--- src/rtl/seg7_pkg.sv ---
// Shared 7-segment definitions: active-low patterns ({g,f,e,d,c,b,a}) and the blank BCD code.
package seg7_pkg;
    localparam logic [6:0] SEG_0     = 7'h40;
    localparam logic [6:0] SEG_1     = 7'h79;
    localparam logic [6:0] SEG_2     = 7'h24;
    localparam logic [6:0] SEG_3     = 7'h30;
    localparam logic [6:0] SEG_4     = 7'h19;
    localparam logic [6:0] SEG_5     = 7'h12;
    localparam logic [6:0] SEG_6     = 7'h02;
    localparam logic [6:0] SEG_7     = 7'h78;
    localparam logic [6:0] SEG_8     = 7'h00;
    localparam logic [6:0] SEG_9     = 7'h10;
    localparam logic [6:0] SEG_BLANK = 7'h7F;

    localparam logic [3:0] BLANK_BCD = 4'hF;
endpackage

--- src/rtl/seg7_decode.sv ---
// Combinational inverse of the BCD-to-7-segment encoder; flags patterns the encoder never emits.
module seg7_decode
    import seg7_pkg::*;
(
    input  logic [6:0] i_seg,
    output logic [3:0] o_bcd,
    output logic       o_invalid
);

    always_comb begin
        o_bcd     = BLANK_BCD;
        o_invalid = 1'b0;
        case (i_seg)
            SEG_0:     o_bcd = 4'd0;
            SEG_1:     o_bcd = 4'd1;
            SEG_2:     o_bcd = 4'd2;
            SEG_3:     o_bcd = 4'd3;
            SEG_4:     o_bcd = 4'd4;
            SEG_5:     o_bcd = 4'd5;
            SEG_6:     o_bcd = 4'd6;
            SEG_7:     o_bcd = 4'd7;
            SEG_8:     o_bcd = 4'd8;
            SEG_9:     o_bcd = 4'd9;
            SEG_BLANK: o_bcd = BLANK_BCD;
            default:   o_invalid = 1'b1;
        endcase
    end

endmodule

--- src/rtl/seg7_scan_monitor.sv ---
// Watches multiplexed active-low segment/anode lines and reconstructs the BCD digit at each position.
module seg7_scan_monitor
    import seg7_pkg::*;
#(
    parameter int NUM_DIGITS    = 4,
    parameter int STABLE_CYCLES = 8
) (
    input  logic                    clk,
    input  logic                    rst,
    input  logic [6:0]              seg,
    input  logic [NUM_DIGITS-1:0]   an,
    output logic [4*NUM_DIGITS-1:0] digits,
    output logic [NUM_DIGITS-1:0]   digit_valid,
    output logic                    upd,
    output logic                    frame_done,
    output logic                    err
);

    localparam int CW = $clog2(STABLE_CYCLES + 1);
    localparam int IW = (NUM_DIGITS > 1) ? $clog2(NUM_DIGITS) : 1;
    localparam int SW = NUM_DIGITS + 7;
    localparam logic [CW-1:0] CNT_MAX = '1;
    localparam logic [CW-1:0] CNT_TGT = CW'(STABLE_CYCLES);

    logic [SW-1:0]           r_prev;
    logic [CW-1:0]           r_cnt;
    logic                    r_captured;
    logic [NUM_DIGITS-1:0]   r_mask;
    logic [4*NUM_DIGITS-1:0] r_digits;
    logic [NUM_DIGITS-1:0]   r_valid;
    logic                    r_upd;
    logic                    r_frame_done;
    logic                    r_err;

    logic [SW-1:0]         w_samp;
    logic                  w_same;
    logic [CW-1:0]         w_cnt_next;
    logic                  w_fire;
    logic [NUM_DIGITS-1:0] w_an_low;
    logic                  w_onehot;
    logic                  w_multi;
    logic [IW-1:0]         w_idx;
    logic [NUM_DIGITS-1:0] w_mask_next;
    logic [3:0]            w_bcd;
    logic                  w_invalid;

    seg7_decode u_decode (
        .i_seg     (seg),
        .o_bcd     (w_bcd),
        .o_invalid (w_invalid)
    );

    assign w_samp     = {an, seg};
    assign w_same     = (w_samp == r_prev);
    // A reset count of zero also lands on 1 here, so the first post-reset edge is always e1.
    assign w_cnt_next = !w_same ? CW'(1) :
                        (r_cnt == CNT_MAX) ? r_cnt : r_cnt + CW'(1);
    assign w_fire     = (w_cnt_next == CNT_TGT) && !r_captured;

    assign w_an_low = ~an;
    assign w_onehot = (w_an_low != '0) &&
                      ((w_an_low & (w_an_low - NUM_DIGITS'(1))) == '0);
    assign w_multi  = (w_an_low != '0) && !w_onehot;
    assign w_mask_next = r_mask | w_an_low;

    always_comb begin
        w_idx = '0;
        for (int i = 0; i < NUM_DIGITS; i++) begin
            if (w_an_low[i]) w_idx = IW'(i);
        end
    end

    always_ff @(posedge clk) begin
        if (rst) begin
            r_prev       <= '0;
            r_cnt        <= '0;
            r_captured   <= 1'b0;
            r_mask       <= '0;
            r_digits     <= {NUM_DIGITS{BLANK_BCD}};
            r_valid      <= '0;
            r_upd        <= 1'b0;
            r_frame_done <= 1'b0;
            r_err        <= 1'b0;
        end else begin
            r_prev       <= w_samp;
            r_cnt        <= w_cnt_next;
            r_captured   <= w_same ? (r_captured | w_fire) : 1'b0;
            r_upd        <= 1'b0;
            r_frame_done <= 1'b0;

            if (w_fire && w_onehot) begin
                for (int d = 0; d < NUM_DIGITS; d++) begin
                    if (IW'(d) == w_idx) r_digits[4*d +: 4] <= w_bcd;
                end
                r_valid[w_idx] <= 1'b1;
                r_upd          <= 1'b1;
                if (w_invalid) r_err <= 1'b1;
                if (&w_mask_next) begin
                    r_frame_done <= 1'b1;
                    r_mask       <= '0;
                end else begin
                    r_mask <= w_mask_next;
                end
            end

            if (w_fire && w_multi) r_err <= 1'b1;
        end
    end

    assign digits      = r_digits;
    assign digit_valid = r_valid;
    assign upd         = r_upd;
    assign frame_done  = r_frame_done;
    assign err         = r_err;

endmodule

--- config.mk ---
export PLATFORM = sky130hd
export DESIGN_NAME = seg7_scan_monitor
export DESIGN_NICKNAME = d
export VERILOG_FILES = /design/src/rtl/seg7_pkg.sv /design/src/rtl/seg7_decode.sv /design/src/rtl/seg7_scan_monitor.sv
export SDC_FILE = /design/constraint.sdc
export NUM_CORES = 1
export LEC_CHECK = 0
export BUFFER_PORTS_ARGS = -buffer_cell sky130_fd_sc_hd__buf_2
export CORE_MARGIN = 2
export CORE_UTILIZATION = 50
export CTS_CLUSTER_SIZE = 24
export DETAILED_ROUTE_END_ITERATION = 7
export PLACE_DENSITY = 0.72
export SYNTH_ARGS = -nofsm -noshare
export SYNTH_HDL_FRONTEND = slang
export SYNTH_SLANG_ARGS = --single-unit
--- constraint.sdc ---
create_clock -name clk -period 2.7 [get_ports clk]
set_input_delay 0.135 -clock clk [delete_from_list [all_inputs] [get_ports clk]]
set_output_delay 0.135 -clock clk [all_outputs]
set_load 0.005 [all_outputs]
==> impl_metrics.csv, run 1 <==
group,metric,value,unit
outcome,outcome,"complete, no violations",
timing,max_slew_margin,52.3,%
floorplan,core-area,4030,um2
floorplan,dieArea,4760,um2
floorplan,die_x,69.0,um
timing,max_freq,442,MHz
power,p_total,1200,uW
yosys,postSynthNetCount,234,
global_routing,grt_overflow,0,
timing,rsz0062_at_grt,"no",
critical_path,cp-end-kind,"flip-flop",
global_routing,grt_antenna_before_repair,0,
placement,place_ws,0.427,ns
drt,vias,1649,
yosys,ys_warn_count,0,
yosys,synth.avg_cell_area,9.61,um2
yosys,netlist_instances,220,
global_routing,grtUsageTotal,17.9,%
critical_path,worst_path_largest_cell_delay,0.50,ns
global_routing,grt_pass1_vias,1554,
critical_path,crit_chain,"ha_1 > and4b_1 > o211ai_1 > nor4_4 > nor4b_4 > mux2i_1",
timing,timing.final.ws_setup,0.435,ns
layout,area_delta_synth_final,11.2,%
power,p_leak,0.000922,uW
critical_path,crit_type,"reg2reg",
timing,worst_pin_slew,0.715,ns
yosys,synth-seq-area-share,40.7,%
placement,numPortBuffers,35,
floorplan,start_util,52.5,%
floorplan,fp.dieH,69.0,um
critical_path,crit_buf_inv,0,
floorplan,rows,23,
power,irDropWorstVdd,0.383,mV
drt,totalWireLength,4.05,mm
clock_tree,cts_tree,"built",
clock_tree,cts-root-buf,"clkbuf_8",
clock_tree,cts_setup_buffers,0,
yosys,synth_top_cell_area_share,40.7,%
timing,skew,0.00943,ns
critical_path,required,2.93,ns
clock_tree,cts_max_level,2,
layout,multi_input_area,1130,um2
critical_path,cp_max_fo,7,
placement,gp_congestion,0.874,
layout,drive_gt1_share,22.4,%
layout,layout.nets,259,
layout,seqCellArea,861,um2
yosys,ys_types,49,
yosys,synthArstFlopShare,0,%
clock_tree,path_clk_slew,0.09,ns
timing,finalHoldViolCount,0,
placement,hpwlAfterDp,2.94,mm
timing,drv_slew,0,
yosys,yosys_register_bits,43,
critical_path,cp_slowest_cell,"nor4b_4",
clock_tree,cts-resized-gates,0,
layout,antenna_cells,0,
yosys,synth_edf_count,0,
critical_path,critPathArrivalTime,2.50,ns
yosys,syn-cell-area,2110,um2
drt,postRouteAntennaNets,0,
drt,drtPass1Iterations,4,
clock_tree,clkSinkCount,43,
global_routing,grt_max_degree,44,
drt,wl_per_cell,13.7,um
floorplan,ios,36,
timing,min_period,2.26,ns
drt,route.detailed.drc,0,
yosys,synth_common_cells,"dfxtp_1, nor2_1, mux2i_1",
power,p_per_area,509,nW/um2
critical_path,startpoint_type,"flip-flop",
layout,fillCellCount,367,
critical_path,critPathTopFamily,"simple AND/OR/NAND/NOR gates",
drt,via_per_inst,5.57,
clock_tree,clk_latency,0.30,ns
clock_tree,clockBufferDepth,2,
timing,fin_setup_tns,0,ns
global_routing,grt_pass1_wl,7.08,mm
min_path,min_path_type,"in2reg",
yosys,yosysMostFrequentCell,"dfxtp_1",
yosys,yosys.area.top_type,"dfxtp_1",
clock_tree,cts_buffers,5,
timing,setup_violations,0,
clock_tree,hold_buffers,0,
yosys,synthTopCellsByArea,"dfxtp_1, mux2i_1, nor2_1",
yosys,synth-main-ff-cell,"dfxtp_1",
flow_run,max_cap_viol_count,0,
timing,holdWs,0.188,ns
drt,drtIter0Drc,84,
timing,min_period_over_period,83.9,%
==> where the power goes <==
part	switching (uW)	total (uW)	internal, uW
clock network	237	427	190
logic	74.1	121	47.0
registers	6.26	649	643
==> cell type report <==
cell class,count,share of cell area [%]
well taps,50,2.66
clock inverters,3,1.12
inverters,8,1.28
repair buffers,35,7.45
flip-flops and latches,43,36.6
clock buffers,5,2.93
multi-input cells,152,48.0
==> cell usage in the layout (no fill, tap or decap), types with 4 or more instances in the layout <==
| master | instances |
|---|---|
| dfxtp_1 | 43 |
| nor2_1 | 35 |
| buf_2 | 35 |
| mux2i_1 | 18 |
| xnor2_1 | 9 |
| inv_1 | 8 |
| nand2_1 | 8 |
| nor3_1 | 6 |
| nor2b_1 | 5 |
| nand3_1 | 5 |
| clkbuf_8 | 5 |
| o21a_1 | 4 |
| a21oi_1 | 4 |
==> metrics by stage <==
step	cell area [um2]	std cells	util, %
2_1_floorplan	2110	220	-
4_1_cts	2350	296	58.4
6_report	2350	296	58.4
3_5_place_dp	2260	288	56.0
3_3_place_gp	2260	288	56.0
5_1_grt	2350	296	58.4
==> layer usage <==
| layer | vias up | track usage (%) | routed length (um) |
|---|---|---|---|
| met5 | - | 0 | 0 |
| met4 | 0 | 6.10 | 44 |
| met3 | 4 | 4.82 | 177 |
| met2 | 40 | 28.1 | 1890 |
| met1 | 783 | 23.7 | 1940 |
| li1 | 822 | - | - |
==> worst min-delay path, cell delays in order <==
cell and delay [ns]:
buf_2 0.17, inv_1 0.09, nor2_1 0.05
==> kinds of logic (layout without fill, tap and decap cells) <==
family | count (synthesis) | count (layout) | share of synthesized area, %
compound gates | 35 | 35 | 11.8
xor+xnor | 14 | 14 | 7.76
fa+ha+maj | 1 | 1 | 0.592
buf+inv | 25 | 51 | 5.92
flops | 43 | 43 | 40.7
mux | 18 | 18 | 8.53
simple gates | 84 | 84 | 24.6
==> sequential cells by signal (all words and copies together) (netlist names) <==
signal / count
digits: 16
r_prev: 11
digit_valid: 4
r_cnt: 4
r_mask: 4
err: 1
frame_done: 1
r_captured: 1
upd: 1
==> worst paths after layout <==
kind / startpoint / to / slack [ns] / depth (start not counted)
worst min-delay path: an[1] / r_prev[8]$_SDFF_PP0_ / 0.19 / 3
worst max-delay path: r_cnt[0]$_SDFF_PP0_ / digits[13]$_SDFFE_PP1P_ / 0.44 / 6
worst min register to register: r_mask[2]$_SDFFE_PP0N_ / r_mask[2]$_SDFFE_PP0N_ / 0.48 / 1
worst max register to register: r_cnt[0]$_SDFF_PP0_ / digits[13]$_SDFFE_PP1P_ / 0.44 / 6
(Power assumes the default switching activity.)
==> run 2: changes to the inputs <==
--- a/config.mk
+++ b/config.mk
@@ -10,7 +10,7 @@
 export CORE_UTILIZATION = 50
 export CTS_CLUSTER_SIZE = 24
 export DETAILED_ROUTE_END_ITERATION = 7
-export PLACE_DENSITY = 0.72
+export PLACE_DENSITY = 0.75
 export SYNTH_ARGS = -nofsm -noshare
 export SYNTH_HDL_FRONTEND = slang
 export SYNTH_SLANG_ARGS = --single-unit
==> constraint.sdc (replaced) <==
create_clock -name clk -period 1.9 [get_ports clk]
set_input_delay 0.095 -clock clk [delete_from_list [all_inputs] [get_ports clk]]
set_output_delay 0.095 -clock clk [all_outputs]
set_load 0.005 [all_outputs]
==> run 2 against run 1 <==
  * The flow now finishes with violations (negative setup slack)
  * Count of clock-buffer cells in the layout up 1
  * Sequential share of layout area down 3.0 points
  * Cell count up 7.4%
  * Flip-flop and latch count unchanged
  * Combinational power up 62%
  * Clock power up 77%
  * Core utilization up 5.7 points
  * Hold slack worse by 0.036 ns
  * Critical path type unchanged
  * Critical endpoint is now digits[9]$_SDFFE_PP1P_
==> impl_metrics.csv, run 2 (synthesis gave the netlist of run 1 again) <==
group,metric,value,unit
drt,vias,1722,
layout,final_common_cell,"dfxtp_1",
clock_tree,clk_latency,0.29,ns
drt,postRouteAntennaNets,0,
clock_tree,cts-root-buf,"clkbuf_8",
timing,finalHoldViolCount,0,
outcome,outcome,"finished, violations left",
critical_path,crit_type,"reg2reg",
timing,skew,0.00271,ns
timing,min_period_over_period,101,%
clock_tree,cts_tree,"built",
timing,drv_slew,0,
floorplan,dieArea,4760,um2
global_routing,grt_max_degree,27,
clock_tree,cts_buffers,5,
floorplan,start_util,52.5,%
power,p_leak,0.00105,uW
timing,rsz0062_at_grt,"yes",
critical_path,crit_chain,"xnor2_1 > nand4_2 > or3_1 > nor4_4 > buf_4 > mux2i_1",
placement,numPortBuffers,35,
layout,fin_util,64.1,%
global_routing,grt_overflow,0,
drt,route.detailed.drc,0,
placement,hpwlAfterDp,3.15,mm
layout,drive_gt1_share,31.3,%
timing,fin_setup_tns,-0.0439,ns
power,p_total,1870,uW
power,p_per_area,725,nW/um2
timing,max_freq,521,MHz
clock_tree,clkSinkCount,43,
min_path,min_path_type,"in2reg",
drt,via_per_inst,5.42,
timing,max_slew_margin,79.0,%
floorplan,core-area,4030,um2
critical_path,cp-end-kind,"flip-flop",
power,irDropWorstVdd,0.827,mV
timing,worst_pin_slew,0.307,ns
timing,timing.final.ws_setup,-0.0192,ns
drt,drtIter0Drc,160,
drt,wl_per_cell,13.7,um
clock_tree,path_clk_slew,0.08,ns
layout,fillCellCount,344,
drt,drtPass1Iterations,4,
global_routing,grtUsageTotal,18.6,%
critical_path,startpoint_type,"flip-flop",
floorplan,rows,23,
placement,place_ws,0.0195,ns
timing,holdWs,0.152,ns
critical_path,cp_max_fo,6,
floorplan,ios,36,
outcome,violations,"negative setup slack",
global_routing,grt_pass1_vias,1552,
layout,largest_register_ffs,16,
layout,antenna_cells,0,
floorplan,fp.dieH,69.0,um
timing,setup_violations,4,
critical_path,worst_path_largest_cell_delay,0.47,ns
drt,totalWireLength,4.37,mm
floorplan,die_x,69.0,um
layout,mostFrequentLayoutCells,"dfxtp_1, nor2_1, buf_2, buf_4, mux2i_1",
critical_path,critPathArrivalTime,2.15,ns
critical_path,required,2.13,ns
clock_tree,cts_max_level,2,
clock_tree,clockBufferDepth,2,
layout,area_delta_synth_final,22.1,%
critical_path,cp_slowest_cell,"or3_1",
global_routing,grt_pass1_wl,7.36,mm
flow_run,max_cap_viol_count,0,
placement,gp_congestion,0.876,
global_routing,grt_antenna_before_repair,0,
timing,min_period,1.92,ns
layout,layout.nets,281,
-- run 2: final cells by class --
type	count	area, um2	share of cell area [%]
clock inverters	2	38.8	1.50
flip-flops and latches	43	867	33.6
clock buffers	6	82.6	3.20
repair buffers	57	348	13.5
multi-input cells	152	1150	44.6
inverters	8	30.0	1.16
well taps	50	62.6	2.42
-- run 2: worst max-delay path, delay by kind of cell, from the launching register on --
family | cells | cell delay (ns)
AND/OR/NAND/NOR | 3 | 0.93
flip-flops | 1 | 0.31
XOR/XNOR | 1 | 0.24
buffers and inverters | 1 | 0.19
multiplexers | 1 | 0.18
-- run 2: metal layers --
| layer | wire length (um) | global-route usage, % | part of all wire [%] |
|---|---|---|---|
| met1 | 2220 | 27.8 | 51 |
| met5 | 0 | 0 | 0 |
| met2 | 1940 | 27.2 | 44 |
| met3 | 173 | 4.24 | 4.0 |
| met4 | 32 | 3.92 | 0.73 |
-- run 2: per-stage QoR --
stage | std cells | instance area, um2
floorplan | 220 | 2140
global placement | 308 | 2430
detailed placement | 308 | 2430
CTS | 316 | 2550
global route | 318 | 2580
finish | 318 | 2580
-- run 2: worst paths after layout --
check / startpoint / end / slack (ns) / cells after the start
setup / recovery: r_prev[7]$_SDFF_PP0_ / digits[9]$_SDFFE_PP1P_ / -0.02 / 6
hold / removal: seg[3] / r_prev[3]$_SDFF_PP0_ / 0.15 / 2
setup reg to reg: r_prev[7]$_SDFF_PP0_ / digits[9]$_SDFFE_PP1P_ / -0.02 / 6
hold reg to reg: r_captured$_SDFF_PP0_ / r_captured$_SDFF_PP0_ / 0.46 / 2
-- run 2: timing repair --
item	4_1_cts	5_1_grt
hold endpoints to repair	0	0
pin swaps	1	0
gates resized for setup	0	5
buffers inserted	0	2
hold buffers	0	0
endpoints found under the setup margin	8	20
-- run 2: power by group --
group / leakage [uW] / switching [uW] / internal [uW]
Combinational: 0.000639 / 113 / 82.7
Clock: 0.0000618 / 321 / 432
Sequential: 0.000352 / 8.01 / 914
==> run 3: changes to the inputs <==
--- a/config.mk
+++ b/config.mk
@@ -6,11 +6,12 @@
 export NUM_CORES = 1
 export LEC_CHECK = 0
 export BUFFER_PORTS_ARGS = -buffer_cell sky130_fd_sc_hd__buf_2
-export CORE_MARGIN = 2
-export CORE_UTILIZATION = 50
+export CELL_PAD_IN_SITES_DETAIL_PLACEMENT = 1
+export CELL_PAD_IN_SITES_GLOBAL_PLACEMENT = 1
+export CORE_UTILIZATION = 38
 export CTS_CLUSTER_SIZE = 24
 export DETAILED_ROUTE_END_ITERATION = 7
-export PLACE_DENSITY = 0.75
+export PLACE_DENSITY_LB_ADDON = 0.1
 export SYNTH_ARGS = -nofsm -noshare
 export SYNTH_HDL_FRONTEND = slang
 export SYNTH_SLANG_ARGS = --single-unit
==> run 3 against run 2 <==
  * The flow now finishes without violations
  * Register-to-register slack improved by 0.06 ns
  * Clock power fell by 17%
  * Sequential power barely moved
  * Final area rose by 2.7%
  * Flip-flop and latch count did not move
  * Core utilization fell by 13 points
==> impl_metrics.csv, run 3 (synthesis gave the netlist of run 1 again) <==
group,metric,value,unit
timing,skew,0.00932,ns
layout,fin_util,50.6,%
power,power_switching,481,uW
drt,via_per_inst,5.08,
critical_path,required,2.14,ns
global_routing,grt_antenna_before_repair,0,
timing,min_period_over_period,98.0,%
drt,route.detailed.drc,0,
clock_tree,clk_latency,0.30,ns
floorplan,start_util,40.3,%
timing,drv_slew,0,
drt,vias,1751,
placement,numPortBuffers,35,
clock_tree,cts_max_level,2,
clock_tree,clkSinkCount,43,
timing,worst_pin_slew,0.391,ns
clock_tree,cts_tree,"built",
global_routing,grtUsageTotal,19.0,%
timing,setup_violations,0,
timing,max_slew_margin,73.8,%
layout,antenna_cells,0,
placement,hpwlAfterDp,3.89,mm
clock_tree,cts_buffers,5,
floorplan,rows,26,
floorplan,fp.dieH,76.6,um
critical_path,cp_max_fo,6,
global_routing,grt_busiest_layer,"met2",
floorplan,dieArea,5860,um2
global_routing,grtUsageMet2,30.7,%
layout,fin_cells,345,
power,power.internal,1270,uW
critical_path,cp-end-kind,"flip-flop",
power,p_per_area,662,nW/um2
min_path,min_path_type,"in2reg",
global_routing,grt_pass1_vias,1808,
layout,layout.nets,288,
global_routing,grt_max_degree,25,
floorplan,ios,36,
timing,finalHoldViolCount,0,
drt,drtPass1Iterations,4,
drt,postRouteAntennaNets,0,
min_path,min_path_cells,2,
layout,final_common_cell,"dfxtp_1",
critical_path,startpoint_type,"flip-flop",
drt,drtIter0Drc,47,
power,p_total,1750,uW
placement,placed_cells,336,
timing,max_freq,537,MHz
layout,area_delta_synth_final,25.5,%
layout,fillCellCount,625,
power,switching_share,27.4,%
clock_tree,clockBufferDepth,2,
timing,holdWs,0.122,ns
global_routing,grtUsageMet3,4.19,%
power,p_seq_share,52.5,%
global_routing,gr-usage-met1,25.6,%
critical_path,ff2ff_path_depth,7,
timing,min_period,1.86,ns
drt,wl_per_cell,14.9,um
critical_path,cp_slowest_cell,"dfxtp_4",
timing,timing.final.ws_setup,0.0378,ns
clock_tree,path_clk_slew,0.09,ns
power,power_frac_comb,11.8,%
layout,largest_register_ffs,16,
flow_run,max_cap_viol_count,0,
placement,gp_congestion,0.771,
floorplan,core-area,5240,um2
power,irDropWorstVdd,0.318,mV
outcome,outcome,"complete, no violations",
placement,place_ws,-0.0701,ns
layout,mostFrequentLayoutCells,"dfxtp_1, nor2_1, buf_2, buf_4, mux2i_1",
power,p_clk_share,35.7,%
layout,drive_gt1_share,33.5,%
critical_path,crit_type,"reg2reg",
floorplan,die_x,76.6,um
global_routing,grt_overflow,0,
drt,totalWireLength,5.13,mm
clock_tree,cts-root-buf,"clkbuf_8",
timing,rsz0062_at_grt,"yes",
critical_path,critPathArrivalTime,2.10,ns
critical_path,worst_path_largest_cell_delay,0.37,ns
power,p_leak,0.00108,uW
critical_path,crit_chain,"ha_4 > nor3b_4 > o211ai_1 > nor4_4 > nor4b_4 > buf_6 > mux2i_1",
global_routing,grt_pass1_wl,8.85,mm
-- run 3: path summary, 6_finish.rpt --
kind | start | slack [ns] | end
worst min register to register | r_captured$_SDFF_PP0_ | 0.47 | r_captured$_SDFF_PP0_
worst min-delay path | seg[3] | 0.12 | r_prev[3]$_SDFF_PP0_
worst max-delay path | r_cnt[1]$_SDFF_PP0_ | 0.04 | digits[12]$_SDFFE_PP1P_
worst max register to register | r_cnt[1]$_SDFF_PP0_ | 0.04 | digits[12]$_SDFFE_PP1P_
-- run 3: worst max-delay path: cells and delay by family (launching register included) --
family	cells	cell delay (ns)
adder cells (fa/ha/maj)	1	0.17
AO/OA/AOI/OAI	1	0.19
AND/OR/NAND/NOR	3	0.70
flip-flops	1	0.37
multiplexers	1	0.18
buffers and inverters	1	0.17
-- run 3: power groups by stage --
stage	combinational, uW	sequential [uW]	clock (uW)
after floorplan	141	943	0
after global placement	203	942	0
after detailed placement	205	943	0
after CTS	206	923	650
after global routing	226	923	690
final	207	921	627
-- run 3: final cells by class --
class,instances,area [um2],share of cell area [%]
Inverter,8,30.0,1.13
Multi-Input combinational cell,152,1160,43.8
Clock buffer,5,68.8,2.60
Sequential cell,43,870,32.8
Tap cell,70,87.6,3.30
Timing Repair Buffer,64,408,15.4
Clock inverter,3,26.3,0.991
-- run 3: layer usage --
| layer | routed length [um] | vias up |
|---|---|---|
| met2 | 2370 | 26 |
| met1 | 2580 | 837 |
| met5 | 0 | - |
| met4 | 37 | 0 |
| li1 | - | 883 |
| met3 | 150 | 5 |
-- run 3: repair_timing --
| action | in CTS | in global routing |
|---|---|---|
| pin swaps | 1 | 2 |
| gates resized for setup | 2 | 8 |
| hold buffers | 0 | 0 |
| setup endpoints to repair | 15 | 22 |
| setup buffers | 1 | 1 |
| cloned | 0 | 0 |
-- run 3: metrics by stage --
step | TNS, ns | cell area [um2]
after floorplan | -0.469 | 2140
after global placement | 0 | 2510
after global routing | -0.736 | 2650
after CTS | 0 | 2620
after detailed placement | -0.428 | 2510
final | 0 | 2650
